`src/rtl/nand_gate_sweeper.sv`:
```
// Exhaustive two-input sweeper for the NAND-built basic-gates block: drives A/B through
// all four combinations, samples the six gate outputs after a settle time, and reports results.
module nand_gate_sweeper #(
    parameter int unsigned SETTLE = 2
) (
    input  logic       clk,
    input  logic       rst,
    input  logic       start,
    input  logic       abort,
    input  logic       and_in,
    input  logic       or_in,
    input  logic       xor_in,
    input  logic       xnor_in,
    input  logic       not_in,
    input  logic       y_in,
    output logic       a_out,
    output logic       b_out,
    output logic       busy,
    output logic       done,
    output logic       pass,
    output logic [5:0] fail_mask,
    output logic [3:0] fail_vec
);

    typedef enum logic [1:0] {
        IDLE   = 2'd0,
        DRIVE  = 2'd1,
        SAMPLE = 2'd2,
        DONE   = 2'd3
    } state_t;

    localparam logic [3:0] SETTLE_LAST = 4'(SETTLE - 1);

    state_t     state_q, state_d;
    logic [1:0] combo_q, combo_d;
    logic [3:0] cnt_q, cnt_d;
    logic       a_q, a_d;
    logic       b_q, b_d;
    logic       busy_q, busy_d;
    logic       done_q, done_d;
    logic       pass_q, pass_d;
    logic [5:0] fail_mask_q, fail_mask_d;
    logic [3:0] fail_vec_q, fail_vec_d;

    logic       exp_a, exp_b;
    logic [5:0] mism;

    // Expected values come from the combination register, not from the driven pins.
    always_comb begin
        exp_a   = combo_q[1];
        exp_b   = combo_q[0];
        mism[0] = and_in  ^ (exp_a & exp_b);
        mism[1] = or_in   ^ (exp_a | exp_b);
        mism[2] = xor_in  ^ (exp_a ^ exp_b);
        mism[3] = xnor_in ^ ~(exp_a ^ exp_b);
        mism[4] = not_in  ^ ~exp_a;
        mism[5] = ~y_in;
    end

    always_comb begin
        state_d     = state_q;
        combo_d     = combo_q;
        cnt_d       = cnt_q;
        a_d         = a_q;
        b_d         = b_q;
        busy_d      = busy_q;
        done_d      = 1'b0;
        pass_d      = pass_q;
        fail_mask_d = fail_mask_q;
        fail_vec_d  = fail_vec_q;

        case (state_q)
            IDLE: begin
                if (start && !abort) begin
                    state_d     = DRIVE;
                    combo_d     = 2'd0;
                    cnt_d       = 4'd0;
                    a_d         = 1'b0;
                    b_d         = 1'b0;
                    busy_d      = 1'b1;
                    pass_d      = 1'b0;
                    fail_mask_d = 6'd0;
                    fail_vec_d  = 4'd0;
                end
            end

            DRIVE: begin
                if (abort) begin
                    state_d = IDLE;
                    combo_d = 2'd0;
                    cnt_d   = 4'd0;
                    a_d     = 1'b0;
                    b_d     = 1'b0;
                    busy_d  = 1'b0;
                end else if (cnt_q == SETTLE_LAST) begin
                    state_d = SAMPLE;
                    cnt_d   = 4'd0;
                end else begin
                    cnt_d = cnt_q + 4'd1;
                end
            end

            // An aborted sample cycle leaves the sticky results untouched.
            SAMPLE: begin
                if (abort) begin
                    state_d = IDLE;
                    combo_d = 2'd0;
                    cnt_d   = 4'd0;
                    a_d     = 1'b0;
                    b_d     = 1'b0;
                    busy_d  = 1'b0;
                end else begin
                    fail_mask_d = fail_mask_q | mism;
                    if (|mism) begin
                        fail_vec_d[combo_q] = 1'b1;
                    end
                    if (combo_q == 2'd3) begin
                        state_d = DONE;
                        combo_d = 2'd0;
                        a_d     = 1'b0;
                        b_d     = 1'b0;
                        busy_d  = 1'b0;
                        done_d  = 1'b1;
                        pass_d  = ~|(fail_mask_q | mism);
                    end else begin
                        state_d = DRIVE;
                        combo_d = combo_q + 2'd1;
                        a_d     = combo_d[1];
                        b_d     = combo_d[0];
                    end
                end
            end

            DONE: begin
                state_d = IDLE;
            end

            default: begin
                state_d = IDLE;
            end
        endcase
    end

    always_ff @(posedge clk or posedge rst) begin
        if (rst) begin
            state_q     <= IDLE;
            combo_q     <= 2'd0;
            cnt_q       <= 4'd0;
            a_q         <= 1'b0;
            b_q         <= 1'b0;
            busy_q      <= 1'b0;
            done_q      <= 1'b0;
            pass_q      <= 1'b0;
            fail_mask_q <= 6'd0;
            fail_vec_q  <= 4'd0;
        end else begin
            state_q     <= state_d;
            combo_q     <= combo_d;
            cnt_q       <= cnt_d;
            a_q         <= a_d;
            b_q         <= b_d;
            busy_q      <= busy_d;
            done_q      <= done_d;
            pass_q      <= pass_d;
            fail_mask_q <= fail_mask_d;
            fail_vec_q  <= fail_vec_d;
        end
    end

    assign a_out     = a_q;
    assign b_out     = b_q;
    assign busy      = busy_q;
    assign done      = done_q;
    assign pass      = pass_q;
    assign fail_mask = fail_mask_q;
    assign fail_vec  = fail_vec_q;

endmodule

```
`config.mk`:
```
export PLATFORM = sky130hd
export DESIGN_NAME = nand_gate_sweeper
export DESIGN_NICKNAME = d
export VERILOG_FILES = /design/src/rtl/nand_gate_sweeper.sv
export SDC_FILE = /design/constraint.sdc
export NUM_CORES = 1
export LEC_CHECK = 0
export ABC_AREA = 1
export BUFFER_PORTS_ARGS = -buffer_cell sky130_fd_sc_hd__buf_2
export CORE_UTILIZATION = 49
export CTS_CLUSTER_SIZE = 24
export DETAILED_ROUTE_END_ITERATION = 12
export GPL_ROUTABILITY_DRIVEN = 0
export PLACE_DENSITY_LB_ADDON = 0.25
export SETUP_SLACK_MARGIN = 0.02
export SYNTH_ARGS = -nofsm -noshare
export SYNTH_HDL_FRONTEND = slang
export SYNTH_SLANG_ARGS = --single-unit
```
`constraint.sdc`:
```
create_clock -name clk -period 1.5 [get_ports clk]
set_clock_uncertainty 0.1 [all_clocks]
set_input_delay 0.3 -clock clk [delete_from_list [all_inputs] [get_ports clk]]
set_output_delay 0.3 -clock clk [all_outputs]
set_load 0.02 [all_outputs]
```
==> flow_summary.ini <==
[layout]
diodes = 0
stdcell_count = 261
finalInstanceArea_um2 = 1970
n_fill_cell = 155
layout.nets = 252
fin_util = 0.804
drive_above_1_share = 0.506
regArea_um2 = 528
syn_to_final_growth_pct = 55.3
multiInputGateArea_um2 = 888

[critical_path]
cp-start-kind = flip-flop
end_kind = flip-flop
worst-r2r-setup-slack_ns = -0.16
crit_required_ns = 1.66
rr_endpoint = fail_vec[1]$_DFFE_PP0P_
reg2reg_depth = 10
r2r_start = combo_q[1]$_DFFE_PP0P_
criticalPathCategory = flip-flop to flip-flop
worstPathArrival_ns = 1.83
crit_fanout = 5

[sta]
worstMarginPinSlew_ns = 0.488
slew_headroom = 0.673
drv_slew = 0
setup_tns_ns = -1.26
rsz0062_at_grt = yes
layout_setup_ws_ns = -0.163
finalSetupViolCount = 18
fin_crit_sh = 1.11
hold_viol_final = 0
fmax_mhz = 601
period_minus_slack_ns = 1.66
holdWs_ns = 0.227

[status]
status = complete, but fails checks
violations = setup timing

[clock_tree]
cts_tree = done
clk_path_buf_depth = 2
cts_sinks = 21
cts_made_buffers = 3
clk-insertion-delay-late_ns = 0.31
cts-root-buf = clkbuf_4
htree_levels = 1
cts.reportedPaths.clkPinSlew_ns = 0.13

[grt]
grt_pass1_wl_mm = 5.44
track_usage = 0.274
use_met2 = 0.483
met1_usage = 0.325
use_met3 = 0.0374
busiest_layer = met2
grt_pass1_vias = 1275
grt-ovfl-total = 0
antenna_found_initial = 0
grt_max_degree = 22

[die]
die_area_um2 = 2800
rows = 18
core_um2 = 2450
die_w_um = 52.9
die_y_um = 52.9
pin_count = 25
start_util = 0.518

[detailed_routing]
wl_per_cell_um = 16.2
dr.pass1.iters = 4
ant_nets = 0
drc = 0
vias_per_cell = 5.46
drt_iter0_drc = 61
vias = 1426
wl_mm = 4.23

[hold_path]
holdPathStages = 4
hold_path_class = input pin to flip-flop
min-delay-start = y_in
whs_endpoint = fail_mask[5]$_DFFE_PP0P_

[synthesis]
syn-cell-area_um2 = 1270
avgSynthCellArea_um2 = 7.31
yosysTopAreaCell = dfrtp_1
yosysSeqAreaShare = 0.413
synth_nets = 194
synth_top_area_share = 0.413
ys_ff_latch = 21
synth_cells = 174
ys.warnings.count = 0
ys_types = 16
synth_area_leaders = dfrtp_1 (41%), nand2_1 (13%), ha_1 (9.8%), inv_1 (8.6%), o21ai_0 (7.5%)

[run]
cap_violations = 0

[power_and_ir_drop]
p_total_mw = 3.26
p_per_area_nw_per_um2 = 1650
p_int_mw = 1.72
p_switching_mw = 1.54
irDropWorstVdd_uv = 1370
clkPwrFrac = 0.090
leakagePower_nw = 0.973
seqPwrFrac = 0.254
p_sw_frac = 0.472
power_frac_comb = 0.656

[placement]
io_buffers = 24
dp_slack_ns = -0.149
dp_hpwl_mm = 2.26
place_inst = 244
post_dp_cell_area_um2 = 1570
## routing by layer
layer / vias to the layer above / wire, um
li1: 660 / -
met1: 668 / 1640
met2: 76 / 2120
met3: 22 / 267
met4: 0 / 201
met5: - / 0
## state kept, by name, indices dropped and copies added (netlist names)
name,cells
busy,1
pass,1
fail_mask,6
cnt_q,4
state_q,2
done,1
fail_vec,4
b_out,1
combo_q,1
## final cells by class
class,instances,area share
well taps,30,0.0190
inverters,29,0.0602
multi-input cells,124,0.450
flip-flops and latches,21,0.267
clock buffers,4,0.0133
repair buffers,53,0.190
## worst max-delay path by stage
| stage | from | end | cells past startpoint |
|---|---|---|---|
| 2_1_floorplan | combo_q[1]$_DFFE_PP0P_ | fail_vec[2]$_DFFE_PP0P_ | 10 |
| 3_3_place_gp | state_q[1]$_DFFE_PP0P_ | busy$_DFFE_PP0P_ | 9 |
| 3_5_place_dp | state_q[1]$_DFFE_PP0P_ | busy$_DFFE_PP0P_ | 9 |
| 4_1_cts | b_out$_DFFE_PP0P_ | fail_vec[0]$_DFFE_PP0P_ | 10 |
| 5_1_grt | combo_q[1]$_DFFE_PP0P_ | fail_vec[0]$_DFFE_PP0P_ | 10 |
| 6_report | combo_q[1]$_DFFE_PP0P_ | fail_vec[1]$_DFFE_PP0P_ | 10 |
## repair_timing
item | 4_1_cts | 5_1_grt
hold buffers | 1 | 0
setup buffers | 6 | 7
gates resized for setup | 52 | 46
endpoints found under the setup margin | 20 | 22
pin swaps | 16 | 21
endpoints found under the hold margin | 21 | 0
## worst max-delay path, cell delays in order, from the launching register on
cell and delay [ns]:
dfrtp_2 0.47, inv_2 0.09, ha_4 0.14, inv_1 0.04
nand2_1 0.05, nand2_1 0.09, nor2_1 0.25, nand3_4 0.16
nand2_4 0.12, nand2_2 0.06, nand2_2 0.06
## power groups by stage
stage	Combinational, mW	Clock [mW]	Sequential [mW]
after global placement	1.24	0	0.821
after CTS	1.64	0.291	0.821
final	2.14	0.293	0.827
after floorplan	0.658	0	0.962
after detailed placement	1.29	0	0.829
after global routing	2.30	0.320	0.846
## logic make-up after synthesis
family	share of synthesized area
and+or+nand+nor	0.305
buffers and inverters	0.0856
adders and majority gates	0.0984
DFF	0.413
AOI/OAI and AO/OA	0.0974
## synth_stat cells (all sizes together)
cell type  count
a21oi          3
inv           29
nor3           3
ha            10
nand2         44
o21ai         19
o22ai          1
dfrtp         21
nor2          25
nand3         15
or2            1
o31ai          1
nand4          2
## placed cells by master, fill, tap and decap left out, types with 3 or more instances in the layout
master / synthesis / final
inv_2: 0 / 7
nand3_2: 0 / 3
dfrtp_1: 21 / 19
o21ai_1: 0 / 16
nor2_4: 1 / 8
buf_2: 0 / 22
nand2_1: 44 / 25
nand3_1: 15 / 11
nand2_4: 0 / 3
nor2_1: 23 / 15
clkbuf_4: 0 / 3
nand2_2: 0 / 16
inv_4: 0 / 4
ha_1: 10 / 4
buf_6: 0 / 8
ha_4: 0 / 4
inv_1: 29 / 18
buf_4: 0 / 22
No activity file was read; power rests on OpenSTA's default activity.
